===== config.mk =====
export PLATFORM = sky130hd
export DESIGN_NAME = tdm_demux_1_8
export DESIGN_NICKNAME = d
export VERILOG_FILES = /design/src/rtl/tdm_demux_1_8_pkg.sv /design/src/rtl/tdm_slot_counter.sv /design/src/rtl/tdm_demux_1_8.sv
export SDC_FILE = /design/constraint.sdc
export NUM_CORES = 1
export LEC_CHECK = 0
export CORE_MARGIN = 2
export CORE_UTILIZATION = 40
export DETAILED_ROUTE_END_ITERATION = 12
export PLACE_DENSITY = 0.81
export SYNTH_ARGS = -nofsm -noshare
export SYNTH_HDL_FRONTEND = slang
export SYNTH_HIERARCHICAL = 1
export SYNTH_SLANG_ARGS = --single-unit

===== constraint.sdc =====
create_clock -name Clk_In -period 1.75 [get_ports Clk_In]
set_input_delay 0.175 -clock Clk_In [delete_from_list [all_inputs] [get_ports Clk_In]]
set_output_delay 0.175 -clock Clk_In [all_outputs]
set_load 0.005 [all_outputs]

===== src/rtl/tdm_demux_1_8_pkg.sv =====
// Shared constants and state encoding for the 1:8 TDM demultiplexer.
package tdm_demux_1_8_pkg;

    localparam int unsigned NUM_CHANNELS = 8;
    localparam int unsigned SEL_WIDTH    = 3;

    typedef enum logic {
        IDLE = 1'b0,
        RUN  = 1'b1
    } state_e;

endpackage : tdm_demux_1_8_pkg


===== src/rtl/tdm_slot_counter.sv =====
// Channel slot counter: clear to 0, load to 1 on a frame start, increment per accepted sample.
module tdm_slot_counter
    import tdm_demux_1_8_pkg::*;
(
    input  logic                 clk,
    input  logic                 rst_n,
    input  logic                 clear,
    input  logic                 load_one,
    input  logic                 incr,
    output logic [SEL_WIDTH-1:0] count,
    output logic                 wrap_c
);

    // Last slot is being consumed this cycle; the counter wraps back to 0.
    assign wrap_c = incr & (count == SEL_WIDTH'(NUM_CHANNELS - 1));

    // Clear beats load, load beats increment.
    always_ff @(posedge clk or negedge rst_n) begin
        if (!rst_n) begin
            count <= '0;
        end else if (clear) begin
            count <= '0;
        end else if (load_one) begin
            count <= SEL_WIDTH'(1);
        end else if (incr) begin
            count <= count + SEL_WIDTH'(1);
        end
    end

endmodule : tdm_slot_counter


===== src/rtl/tdm_demux_1_8.sv =====
// Receive end of an 8-slot TDM link: locks on frame sync and latches each sample into its channel.
module tdm_demux_1_8
    import tdm_demux_1_8_pkg::*;
(
    input  logic                    Clk_In,
    input  logic                    Reset_N_In,
    input  logic                    Enable_In,
    input  logic                    Serial_Data_In,
    input  logic                    Serial_Valid_In,
    input  logic                    Frame_Sync_In,
    input  logic                    Error_Clear_In,
    output logic [NUM_CHANNELS-1:0] Channel_Data_Out,
    output logic [NUM_CHANNELS-1:0] Channel_Update_Out,
    output logic [SEL_WIDTH-1:0]    Channel_Select_Out,
    output logic                    Frame_Done_Out,
    output logic                    Locked_Out,
    output logic                    Sync_Error_Out
);

    state_e                state;
    state_e                state_next;
    logic                  valid_c;
    logic                  sync_c;
    logic                  run_c;
    logic                  write_c;
    logic [SEL_WIDTH-1:0]  write_idx_c;
    logic                  incr_c;
    logic                  wrap_c;
    logic                  sync_err_c;

    // Qualified sample and marker for this cycle.
    assign valid_c = Enable_In & Serial_Valid_In;
    assign sync_c  = valid_c & Frame_Sync_In;
    assign run_c   = (state == RUN);

    // A marker always restarts at slot 0; otherwise only RUN accepts samples.
    assign write_c     = sync_c | (run_c & valid_c);
    assign write_idx_c = sync_c ? '0 : Channel_Select_Out;
    assign incr_c      = run_c & valid_c & ~Frame_Sync_In;
    assign sync_err_c  = run_c & sync_c & (Channel_Select_Out != '0);

    // Slot tracking; its count register is the published select.
    tdm_slot_counter u_slot_counter (
        .clk      (Clk_In),
        .rst_n    (Reset_N_In),
        .clear    (~Enable_In),
        .load_one (sync_c),
        .incr     (incr_c),
        .count    (Channel_Select_Out),
        .wrap_c   (wrap_c)
    );

    // State register.
    always_ff @(posedge Clk_In or negedge Reset_N_In) begin
        if (!Reset_N_In) begin
            state <= IDLE;
        end else begin
            state <= state_next;
        end
    end

    // Next-state: enable drop forces IDLE, a marker locks.
    always_comb begin
        state_next = state;
        if (!Enable_In) begin
            state_next = IDLE;
        end else begin
            case (state)
                IDLE:    if (sync_c) state_next = RUN;
                RUN:     state_next = RUN;
                default: state_next = IDLE;
            endcase
        end
    end

    // Channel data, strobes, lock and sticky error registers.
    always_ff @(posedge Clk_In or negedge Reset_N_In) begin
        if (!Reset_N_In) begin
            Channel_Data_Out   <= '0;
            Channel_Update_Out <= '0;
            Frame_Done_Out     <= 1'b0;
            Locked_Out         <= 1'b0;
            Sync_Error_Out     <= 1'b0;
        end else begin
            if (write_c) begin
                Channel_Data_Out[write_idx_c] <= Serial_Data_In;
            end
            Channel_Update_Out <= write_c ? (NUM_CHANNELS'(1) << write_idx_c) : '0;
            Frame_Done_Out     <= wrap_c;
            Locked_Out         <= (state_next == RUN);
            if (sync_err_c) begin
                Sync_Error_Out <= 1'b1;
            end else if (Error_Clear_In) begin
                Sync_Error_Out <= 1'b0;
            end
        end
    end

endmodule : tdm_demux_1_8


# Yosys cells after proc, flatten, opt, wreduce, memory -nomap -nowiden

Cells that the tools add are included.

Output and inout port bits: 22
Register bits after elaboration: 22
Bits of input ports: 7

Reductions and logical operators: 3
Magnitude comparators: 2
Bitwise operators: 10
Multiplexer cells: 13
$add $sub $neg: 1
Eq/ne operators: 2
Shift operators: 1

Operators by type and width:

| operator              | number |
|---|---|
| $mux W3               | 4 |
| $bwmux W8             | 1 |
| $mux W8               | 1 |
| $shl A1 B3 Y8 const A | 1 |
| $and A1 B1 Y1         | 7 |
| $mux W1               | 5 |
| $lt A3 B4 Y1 const B  | 1 |
| $add A3 B1 Y3 const B | 1 |
| $demux W1 S3          | 1 |
| $eq A3 B3 Y1 const B  | 1 |
| $ge A3 B1 Y1 const B  | 1 |
| $ne A3 B1 Y1 const B  | 1 |
| $reduce_bool A3 Y1    | 1 |
| $not A1 Y1            | 2 |
| $pmux W1 S2           | 1 |
| $reduce_bool A2 Y1    | 1 |
| $logic_and A1 B1 Y1   | 1 |
| $or A1 B1 Y1          | 1 |

# Depth between registers and ports, before layout

Gate-level depths: netlist (run 1).

Depth in word-level cells: 8
Depth in mapped cells: 4
Gate-level depth less buffers: 4

# Hierarchy

The synthesis (run 1) kept the hierarchy.

By module, submodules not included:

| module           | instances | area an instance (um2) | cells each | sequential area each (um2) |
|---|---|---|---|---|
| tdm_demux_1_8    | 1         | 797.0                  | 59         | 475.5 |
| tdm_slot_counter | 1         | 155.1                  | 13         | 75.1 |

# Worst setup path before layout (run 1)

No wires, ideal clock.

Kind: register to register
Start: reg u_slot_counter.count[0]
End: reg Channel_Data_Out[0]
Period minus slack after synthesis: 1343 ps
Path slack: 407 ps
Arrival time: 1216 ps
Data required time: 1622 ps
Path buffers: 1
Cell stages (with the launch flop): 5
Library setup time: 128 ps
Cell sequence: dfrtp_1 -> buf_6 -> nor4b_2 -> o21bai_1 -> mux2_1

Cells in the longest elaborated chain, start to end: 6
Elaborated cells on any way between the ends: 7
Those cells by class: order compare (2); mux (4); reduce/logical (1)

RTL lines:

| element                                                                   | line                   | source |
|---|---|---|
| start, declared                                                           | tdm_slot_counter.sv:10 | `output logic [SEL_WIDTH-1:0] count,` |
| start signal, assigned                                                    | tdm_slot_counter.sv:26 | `count <= count + SEL_WIDTH'(1);` |
| $mux W3 *                                                                 | tdm_demux_1_8.sv:38    | `assign write_idx_c = sync_c ? '0 : Channel_Select_Out;` |
| $lt A3 B4 Y1 (implied by the code) / $ge A3 B1 Y1 (equally long branches) | tdm_demux_1_8.sv:86    | `Channel_Data_Out[write_idx_c] <= Serial_Data_In;` |
| $logic_and A1 B1 Y1 (implied by the code)                                 | tdm_demux_1_8.sv:86    |  |
| $mux W1 (implied by the code)                                             | tdm_demux_1_8.sv:86    |  |
| $demux W1 S3 *                                                            | tdm_demux_1_8.sv:86    |  |
| $bwmux W8 *                                                               | tdm_demux_1_8.sv:86    |  |
| end signal, assigned by index                                             | tdm_demux_1_8.sv:86    |  |
| end, declared                                                             | tdm_demux_1_8.sv:12    | `output logic [NUM_CHANNELS-1:0] Channel_Data_Out,` |

Every way passes the cells marked *; elsewhere a longest branch is shown, timed or not.
A chain may end at the register's enable or synchronous reset.

# Final worst setup path (run 1)

Start: reg u_slot_counter.count[1]
End: out Channel_Select_Out[1]

RTL lines:

| element       | line                | source |
|---|---|---|
| end, declared | tdm_demux_1_8.sv:14 | `output logic [SEL_WIDTH-1:0] Channel_Select_Out,` |

No word-level cell between the ends.

==> results of run 1 <==
cell usage in the layout, fill, tap and decap left out:
cell type / n
nor3_2: 3
dfrtp_2: 1
a21oi_1: 2
nand4b_4: 1
xnor2_1: 1
dfrtp_1: 21
nor2_1: 3
ha_1: 2
o21bai_1: 1
mux2_1: 2
nor3_1: 3
clkdlybuf4s50_1: 28
inv_2: 1
o32ai_1: 1
buf_4: 2
mux2_4: 2
nand4b_2: 2
mux2_2: 4
nand3_1: 2
nand2_1: 3
and2_2: 1
and3_1: 1
mux2i_1: 2
inv_1: 7
clkbuf_4: 3
nor4b_2: 1
nand2b_1: 2
cell type report:
type | count | area share
clock buffer | 3 | 0.0175
sequential | 22 | 0.429
tap | 28 | 0.0273
multi-input combinational | 39 | 0.273
timing repair buffer | 30 | 0.230
inverter | 8 | 0.0234
logic make-up (layout without fill, tap and decap cells):
kind of cell,after synthesis,after routing
compound gates,4,4
xor+xnor,1,1
fa+ha+maj,2,2
buf+inv,11,41
flops,22,22
mux,10,10
simple gates,22,22
cell usage after synthesis:
library cell | number | area (um^2)
inv_1 | 7 | 26.3
nand3_1 | 2 | 10.0
nor2_1 | 3 | 11.3
dfrtp_1 | 22 | 551
mux2_2 | 4 | 45.0
xnor2_1 | 1 | 8.76
nand2_1 | 3 | 11.3
nand2b_1 | 2 | 12.5
buf_2 | 2 | 10.0
nand4b_2 | 2 | 30.0
o21bai_1 | 1 | 7.51
nor3_2 | 3 | 30.0
mux2_1 | 2 | 22.5
nor3_1 | 3 | 15.0
nand4b_4 | 1 | 23.8
and3_1 | 1 | 6.26
mux2_4 | 2 | 30.0
buf_6 | 1 | 11.3
ha_1 | 2 | 25.0
mux2i_1 | 2 | 20.0
and2_2 | 1 | 7.51
a21oi_1 | 2 | 10.0
nor4b_2 | 1 | 15.0
inv_2 | 1 | 3.75
o32ai_1 | 1 | 8.76
layer usage:
layer / vias to the layer above / routed length (um) / GRT usage
met5: - / 0 / 0
li1: 306 / - / -
met3: 4 / 105 / 0.0343
met1: 297 / 684 / 0.164
met2: 24 / 770 / 0.204
met4: 0 / 19 / 0.0641
power breakdown:
part,switching (mW),total (mW),internal (mW),leakage (nW)
Sequential,0.0133,0.533,0.519,0.302
Combinational,0.0328,0.0779,0.0451,0.330
Clock,0.136,0.216,0.0802,0.0138
Total,0.182,0.827,0.645,0.645
registers in the layout, summed over array words and instances (netlist names):
name	cells
Frame_Done_Out	1
Locked_Out	1
u_slot_counter/count	3
Channel_Data_Out	8
Sync_Error_Out	1
Channel_Update_Out	8
through the flow:
stage	std cells	instance area, um^2	hold WS (ns)
after floorplan	72	952	-0.121
after global placement	127	1260	0.481
after detailed placement	127	1260	0.482
after CTS	130	1280	0.199
after global routing	130	1280	0.220
final	130	1280	0.199
worst paths after layout:
kind	from	end	slack (ns)	cells after the start
max reg2reg	u_slot_counter/count[1]	Channel_Data_Out[0]	0.35	3
max	u_slot_counter/count[1]	Channel_Select_Out[1]	0.1	1
min	Reset_N_In	Channel_Update_Out[0]	0.20	2
max in group asynchronous	Reset_N_In	u_slot_counter/count[0]	1.31	2
min in group Clk_In	Error_Clear_In	Sync_Error_Out	0.42	2
min reg2reg	Channel_Data_Out[1]	Channel_Data_Out[1]	0.50	1
repair_timing:
item	4_1_cts	5_1_grt
hold buffers	0	0
gates resized for setup	0	1
setup endpoints to repair	0	1
worst register-to-register path, stage by stage (launching register included):
cell and delay (ns):
dfrtp_1 0.53, nor4b_2 0.32, o21bai_1 0.13, mux2_1 0.32
==> run_results.csv, run 1 <==
group,metric,value,unit
status,status,"finished, final reports clean",
drt,wire_per_inst,12.2,um
sta,fin_ws,0.0965,ns
place,place.detailed.hpwl,1230,um
synth,synth_cells,72,
sta,finalCritPeriodShare,0.945,
die,coreArea,2230,um^2
synth,syn_nets,81,
setup_path,path_buf_inv,1,
cts,cts_inserted_buffers,3,
die,die_h,52.8,um
layout,drive_gt1_frac,0.206,
synth,yosysSeqAreaShare,0.578,
place,pre_cts_ws,0.102,ns
place,portBuffers,28,
layout,regArea,552,um^2
power,finalPower,827,uW
synth,avgSynthCellArea,13.2,um^2
sta,slew_headroom,0.737,
cts,cts_tree,"built",
cts,cts.clk_slew.worst_paths,0.11,ns
global_route,antenna_found_initial,0,
global_route,grt_usage,0.130,
layout,multiInputGateArea,350,um^2
setup_path,critPathTopFamily,"flip-flops",
sta,finClkSkew,0.00540,ns
global_route,grt_overflow,0,
layout,final_util,0.575,
layout,nFillCells,190,
global_route,grt_pass1_wl,2550,um
cts,ctsHtreeMaxLevel,1,
synth,synth_compound_area_frac,0.0276,
die,initial_utilization,0.426,
setup_path,max_stage_delay,0.59,ns
drt,routed_wirelength,1580,um
die,die_area,2790,um^2
synth,ys_ff_latch,22,
synth,synth_mux_area_frac,0.124,
global_route,grt_pass1_vias,569,
power,irDropWorstVdd,0.519,mV
setup_path,startpoint_type,"flop",
sta,maxSlewViolCount,0,
cts,clkSinkCount,22,
cts,cts_setup_buffers,0,
setup_path,path_class,"reg -> out",
sta,period_needed,1.65,ns
power,p_leak,0.645,nW
layout,diodes,0,
setup_path,cp.arrival,1.48,ns
synth,synth_area,952,um^2
power,power_density,644,nW/um^2
synth,synth_top_family_by_area,"simple AND/OR/NAND/NOR gates",
setup_path,required,1.57,ns
die,die_x,52.8,um
sta,rsz0062_at_grt,"no",
sta,final_hold_viol_count,0,
job,max_cap_violations,0,
drt,vias_per_cell,4.85,
sta,tightest_slew,0.395,ns
setup_path,cp-end-kind,"output port",
sta,clock.fmax,605,MHz
setup_path,slowest_stage,"dfrtp_1",
die,row_count,17,
drt,vias,631,
layout,area_growth,35.0,%
setup_path,path_cells,"clkdlybuf4s50_1",
synth,synth_xor_area_frac,0.00920,
drt,drt_first_iter_violations,3,
cts,insertion_delay,0.30,ns
synth,synthDistinctLibCells,25,
global_route,grt_max_degree,23,
cts,cts-root-buf,"clkbuf_4",
place,place.gp.congestion,0.737,
worst_hold_path,hold_path_class,"in -> async",
cts,clk_path_buf_depth,2,
die,io_pins,29,
drt,drc,0,
synth,yosys.area_share.simple,0.181,
sta,fin_setup_tns,0,ns
setup_path,crit_fanout,12,
synth,ys_warn_count,6,
synth,synthAdderAreaFrac,0.0263,
layout,final_nets,113,
sta,setup_viol,0,
drt,first_pass_iters,4,
drt,antenna_left,0,
Power figures use the tool's default switching activity.
==> run 2, diff against run 1 <==
- CORE_UTILIZATION: 40 -> 25
- PLACE_DENSITY: 0.81 -> 0.59
==> run_results.csv, run 2 (same netlist as run 1, synthesis figures left out) <==
group,metric,value,unit
status,status,"finished, final reports clean",
sta,maxSlewViolCount,0,
cts,clkSinkCount,22,
global_route,grt_max_degree,23,
setup_path,path_buf_inv,1,
sta,finClkSkew,0.00288,ns
drt,drc,0,
setup_path,path_cells,"clkdlybuf4s50_1",
drt,antenna_left,0,
die,io_pins,29,
layout,largestRegisters,"Channel_Data_Out x8, Channel_Update_Out x8, u_slot_counter/count x3",
layout,final_common_cell,"clkdlybuf4s50_1",
drt,top_layer,"met4",
layout,final_cell_mix,"clkdlybuf4s50_1, dfrtp_1, inv_1",
sta,rsz0062_at_grt,"no",
power,p_int,766,uW
drt,wl_met1,833,um
die,die_h,65.7,um
cts,cts_setup_buffers,0,
drt,vias,621,
drt,detailroute.wirelength.met3,130,um
sta,period_needed,1.60,ns
layout,diodes,0,
drt,routed_wirelength,1770,um
place,portBuffers,28,
layout,drive_gt1_frac,0.221,
power,power_frac_seq,0.548,
drt,drt_first_iter_violations,15,
setup_path,r2r_slack,0.37,ns
power,finalPower,971,uW
sta,setup_viol,0,
place,place.gp.congestion,0.713,
drt,first_pass_iters,3,
power,p_leak,0.665,nW
cts,cts_inserted_buffers,3,
setup_path,path_class,"reg -> out",
setup_path,startpoint_type,"flop",
power,swShare,0.211,
die,coreArea,3660,um^2
worst_hold_path,hold_path_class,"in -> async",
cts,insertion_delay,0.26,ns
place,pre_cts_ws,0.0830,ns
layout,final_nets,114,
global_route,grt_overflow,0,
setup_path,reg2reg_depth,3,
cts,hold_buffers,0,
power,power_frac_comb,0.083,
die,initial_utilization,0.260,
global_route,grt_pass1_vias,591,
sta,final_hold_viol_count,0,
cts,ctsHtreeMaxLevel,1,
drt,wire_per_inst,11.6,um
cts,cts_tree,"built",
sta,fin_ws,0.147,ns
global_route,grt_usage,0.0863,
setup_path,slowest_stage,"dfrtp_1",
sta,hold_ws,0.264,ns
cts,clk_path_buf_depth,2,
cts,cts.clk_slew.worst_paths,0.08,ns
sta,clock.fmax,624,MHz
layout,area_growth,41.8,%
cts,cts-root-buf,"clkbuf_8",
sta,fin_setup_tns,0,ns
power,irDropWorstVdd,0.252,mV
setup_path,r2r_end,"Channel_Data_Out[7]",
power,power_density,719,nW/um^2
drt,vias_per_cell,4.09,
setup_path,critPathTopFamily,"flip-flops",
setup_path,required,1.57,ns
sta,slew_headroom,0.732,
sta,tightest_slew,0.402,ns
setup_path,max_stage_delay,0.59,ns
setup_path,cp.arrival,1.43,ns
die,row_count,22,
global_route,grt_pass1_wl,2810,um
sta,finalCritPeriodShare,0.916,
power,p_clk_frac,0.369,
setup_path,crit_fanout,12,
setup_path,r2r-start,"u_slot_counter/count[1]",
layout,final_util,0.369,
job,max_cap_violations,0,
place,place.detailed.hpwl,1320,um
die,die_area,4320,um^2
setup_path,cp-end-kind,"output port",
power,power_switching,205,uW
drt,wl_met2,794,um
global_route,antenna_found_initial,0,
die,die_x,65.7,um
[run 2: power groups by stage]
| stage | sequential [mW] | combinational [mW] | clock, mW |
|---|---|---|---|
| final | 0.532 | 0.0806 | 0.358 |
| after global routing | 0.535 | 0.0891 | 0.385 |
| after CTS | 0.532 | 0.0828 | 0.367 |
| after detailed placement | 0.543 | 0.0824 | 0 |
| after global placement | 0.542 | 0.0805 | 0 |
| after floorplan | 0.538 | 0.0280 | 0 |
[run 2: metal layers]
metal | global-route usage | up-vias
met5 | 0 | -
met4 | 0.0391 | 0
met3 | 0.0308 | 2
met2 | 0.126 | 20
met1 | 0.114 | 292
li1 | - | 307
[run 2: area by class of cell]
class	instances	area, um^2
Sequential cell	22	552
Tap cell	48	60.1
Multi-Input combinational cell	39	350
Timing Repair Buffer	31	303
Inverter	8	30.0
Clock buffer	4	55.1
Fill cell	371	2310
[run 2: worst max-delay path by stage]
stage | from | to | slack [ns] | depth (start not counted)
2_1_floorplan | u_slot_counter/count[0] | Channel_Data_Out[0] | 0.41 | 4
3_3_place_gp | Serial_Valid_In | Channel_Data_Out[2] | 0.12 | 4
3_5_place_dp | Enable_In | Channel_Data_Out[2] | 0.08 | 4
4_1_cts | u_slot_counter/count[0] | Channel_Select_Out[0] | 0.04 | 1
5_1_grt | u_slot_counter/count[1] | Channel_Select_Out[1] | 0.08 | 1
6_report | u_slot_counter/count[1] | Channel_Select_Out[1] | 0.15 | 1
[run 2: what timing repair did]
item                                   in CTS  in global routing
setup endpoints to repair                   0                  1
endpoints found under the hold margin       0                  0
resized for setup                           0                  1
[run 2: per-stage QoR]
step                area [um^2]  instances
floorplan                   952         72
global placement           1290        148
detailed placement         1290        148
CTS                        1350        152
global route               1350        152
finish                     1350        152
==> variant 1, RTL diff (settings of run 2) <==
Set the package constant `NUM_CHANNELS` to 9 (it was 8).
--- a/src/rtl/tdm_demux_1_8_pkg.sv
+++ b/src/rtl/tdm_demux_1_8_pkg.sv
@@ -3,3 +3,3 @@
 
-    localparam int unsigned NUM_CHANNELS = 8;
+    localparam int unsigned NUM_CHANNELS = 9;
     localparam int unsigned SEL_WIDTH    = 3;
Interface: changed (resized Channel_Data_Out and Channel_Update_Out); port bits go from 29 to 31. The function was not compared with the original's and may differ.
==> variant 1 against run 2 <==
  * Sequential cell count is the same
  * Sequential power barely moved
  * Clock skew barely moved
  * Largest power group unchanged
  * Worst setup slack got worse by 0.0054 ns
  * Critical endpoint unchanged
  * Cell area grew 0.28%
  * Global-route usage grew 0.77 points
  * Total power is 0.11% higher
  * Area after synthesis increased by 2.4%
  * Core utilization decreased by 0.45 points
  * Routed wire length up 6.6%
==> variant 1: results <==
metrics = {
    "cells_and_area": {
        "fillCellCount": 378,
        "multi_input_area_um2": 353,
        "clk_share": 0.0407,
        "drive_gt1_frac": 0.174,
        "nNonClkInverters": 10,
        "nets": 119,
        "signal_buffers": 30,
        "final_cell_area_mm2": 0.00135,
        "layout.nonclk_buf_frac": 0.218,
        "num-multi-input-gates": 43,
    },
    "placed_design": {
        "placed_area_mm2": 0.00130,
        "port_buffers": 28,
        "place.gp.congestion": 0.653,
        "place_inst": 153,
    },
    "pwr": {
        "peakVddDrop_uv": 295,
        "leakagePower_nw": 0.622,
        "powerComb_mw": 0.0825,
        "switching_share": 0.211,
    },
    "worst_setup_path": {
        "r2r_end": "Channel_Data_Out[0]",
        "reg2reg_setup_slack_ns": 0.34,
        "cp-startpoint": "u_slot_counter/count[1]",
    },
    "timing": {
        "skew_ns": 0.00286,
        "hold-worst-slack_ns": 0.260,
    },
    "detailed_routing": {
        "wl_mm": 1.89,
        "wl_met3_um": 117,
        "routedWlPerCell_um": 12.0,
        "wl_met1_um": 842,
        "dr.pass1.iters": 2,
        "drt_iter0_markers": 25,
        "vias": 659,
    },
    "global_routing": {
        "use_met1": 0.106,
        "grt_pass1_vias": 690,
        "track_usage": 0.0940,
        "use_met3": 0.0256,
    },
    "synth": {
        "ys_types": 28,
        "synthTopCellsByCount": "dfrtp_1, inv_1",
        "yosysSeqAreaShare": 0.565,
        "syn_area_per_cell_um2": 12.3,
        "synthTopCellsByArea": "dfrtp_1, mux2_1, mux2_2, inv_1, nor3_2",
    },
    "status": {
        "outcome": "finished clean",
    },
}
==> variant 1: kinds of logic after synthesis <==
logic type	synth area share
buf+inv	0.0770
flops	0.565
compound gates	0.0501
xor+xnor	0.00899
simple gates	0.167
fa+ha+maj	0.0257
mux	0.103
other cells	0.00385
==> variant 1: worst reg2reg max path, cell delays in order (launching register included) <==
cell	delay, ns
dfrtp_1	0.53
nor4b_2	0.33
o21bai_1	0.13
mux2_1	0.32
==> variant 1: what timing repair did <==
item / 4_1_cts / 5_1_grt
endpoints found under the setup margin: 0 / 1
setup buffers: 0 / 0
hold endpoints to repair: 0 / 0
resized for setup: 0 / 1
==> variant 1: metrics by stage <==
step | setup slack, ns | total power, mW
CTS | 0.0331 | 0.989
detailed placement | 0.0934 | 0.627
global placement | 0.123 | 0.624
global route | 0.0262 | 1.02
finish | 0.142 | 0.972
floorplan | 0.398 | 0.572
==> variant 2, RTL diff (settings of run 2) <==
Made on the original files. Register the input `Enable_In` before use. The logic sees it one clock later. The other inputs are not delayed to match.
--- a/src/rtl/tdm_demux_1_8.sv
+++ b/src/rtl/tdm_demux_1_8.sv
@@ -19,2 +19,8 @@
 
+    logic Enable_In_q;
+
+    always_ff @(posedge Clk_In) begin
+        Enable_In_q <= Enable_In;
+    end
+
     state_e                state;
@@ -31,3 +37,3 @@
     // Qualified sample and marker for this cycle.
-    assign valid_c = Enable_In & Serial_Valid_In;
+    assign valid_c = Enable_In_q & Serial_Valid_In;
     assign sync_c  = valid_c & Frame_Sync_In;
@@ -45,3 +51,3 @@
         .rst_n    (Reset_N_In),
-        .clear    (~Enable_In),
+        .clear    (~Enable_In_q),
         .load_one (sync_c),
@@ -64,3 +70,3 @@
         state_next = state;
-        if (!Enable_In) begin
+        if (!Enable_In_q) begin
             state_next = IDLE;
Function: changed (Yosys sat finds a counterexample within 4 cycles, from zero or initial values and one cycle with Reset_N_In low).
==> variant 2 against run 2 <==
  * Fmax fell by 0.91%
  * Global-route usage up 1.2 points
  * Count of clock-buffer cells in the layout did not move
  * Sequential power is 5.1% higher
  * Critical path depth stayed put
  * Total power fell by 1.0%
  * Area after synthesis is 2.1% higher
  * Combinational power shrank 0.7%
  * Cell area up 0.74%
  * Sequential cell count increased by 1
  * Hold slack improved by 0.0013 ns
  * Routed wire length rose by 6.3%
  * Worst setup slack got worse by 0.015 ns
  * Largest cell class unchanged
==> variant 2: results <==
metrics = {
    "status": {
        "outcome": "finished clean",
    },
    "detailed_routing": {
        "maxUsedRoutingLayer": "met4",
        "routedWlPerCell_um": 12.3,
        "drt_iter0_markers": 20,
        "vias": 653,
        "wl_met3_um": 117,
        "wl_met2_um": 887,
        "wl_met1_um": 868,
    },
    "worst_setup_path": {
        "reg2reg_setup_slack_ns": 0.36,
        "r2r_start": "u_slot_counter/count[1]",
        "r2r_end": "Channel_Data_Out[4]",
    },
    "clocking": {
        "postCtsSetupBuffers": 0,
        "cts-buffers-inserted": 3,
    },
    "synth": {
        "synthTopCellsByArea": "dfrtp_1, mux2_2, nor3_2, mux2_4, nand4b_2",
        "synth-edff-count": 0,
        "synthArstFlopShare": 0.957,
        "syn_nets": 82,
    },
    "global_routing": {
        "grt_pass1_wl_mm": 3.31,
        "grt_pass1_vias": 664,
        "track_usage": 0.0985,
    },
    "timing": {
        "maxSlewHeadroom": 0.731,
        "skew_ns": 0.00241,
    },
    "cells_and_area": {
        "fillCellCount": 370,
        "nets": 115,
        "drive_gt1_frac": 0.210,
    },
    "placed_design": {
        "place.gp.congestion": 0.745,
        "placed_area_mm2": 0.00131,
        "dp_hpwl_mm": 1.35,
    },
    "pwr": {
        "leakagePower_nw": 0.667,
        "peakVddDrop_uv": 333,
    },
}
variant 2: cell types whose count changed in the layout (fill, tap and decap cells not counted):
| cell | before | now |
|---|---|---|
| clkbuf_1 | 0 | 1 |
| clkbuf_8 | 4 | 3 |
| dfxtp_1 | 0 | 1 |
variant 2: cell type report:
cell class | count | area (um2) | share of cell area
Tap cell | 48 | 60.1 | 0.0442
Inverter | 8 | 30.0 | 0.0221
Sequential cell | 23 | 572 | 0.420
Timing Repair Buffer | 31 | 303 | 0.223
Clock buffer | 4 | 45.0 | 0.0331
Multi-Input combinational cell | 39 | 350 | 0.258
variant 2: routing by layer:
| metal | GRT usage | vias to the layer above |
|---|---|---|
| met3 | 0.0307 | 2 |
| met4 | 0.0230 | 0 |
| met5 | 0 | - |
| li1 | - | 308 |
| met1 | 0.133 | 324 |
| met2 | 0.154 | 19 |
variant 2: worst min path at each step:
stage / endpoint / from / cells past startpoint
2_1_floorplan: Channel_Data_Out[0] / Reset_N_In / 0
3_3_place_gp: Channel_Data_Out[0] / Channel_Data_Out[0] / 1
3_5_place_dp: Channel_Data_Out[1] / Channel_Data_Out[1] / 1
4_1_cts: u_slot_counter/count[2] / Reset_N_In / 2
5_1_grt: Frame_Done_Out / Reset_N_In / 2
6_report: u_slot_counter/count[0] / Reset_N_In / 2
variant 2: cell families (layout without fill, tap and decap cells):
| logic type | count (synthesis) | count (layout) | synth area share |
|---|---|---|---|
| flops | 23 | 23 | 0.587 |
| simple gates | 22 | 22 | 0.178 |
| buf+inv | 11 | 43 | 0.0528 |
| mux | 10 | 10 | 0.121 |
| compound gates | 4 | 4 | 0.0270 |
| fa+ha+maj | 2 | 2 | 0.0257 |
| xor+xnor | 1 | 1 | 0.00901 |
variant 2: repair_timing:
action / CTS / global route
endpoints found under the setup margin: 0 / 1
resized for setup: 0 / 1
hold buffers: 0 / 0
variant 2: stage by stage:
step                      hold WS (ns)  worst slack, ns  cells
after floorplan                 -0.121            0.407     73
after global placement           0.480            0.112    149
after detailed placement         0.490           0.0831    149
after CTS                        0.276          0.00522    153
after global routing             0.294           0.0149    153
final                            0.266            0.133    153
variant 2: power breakdown:
| part | internal [mW] | switching, mW |
|---|---|---|
| sequential | 0.543 | 0.0161 |
| clock | 0.162 | 0.159 |
| combinational | 0.0472 | 0.0328 |
| total | 0.752 | 0.208 |
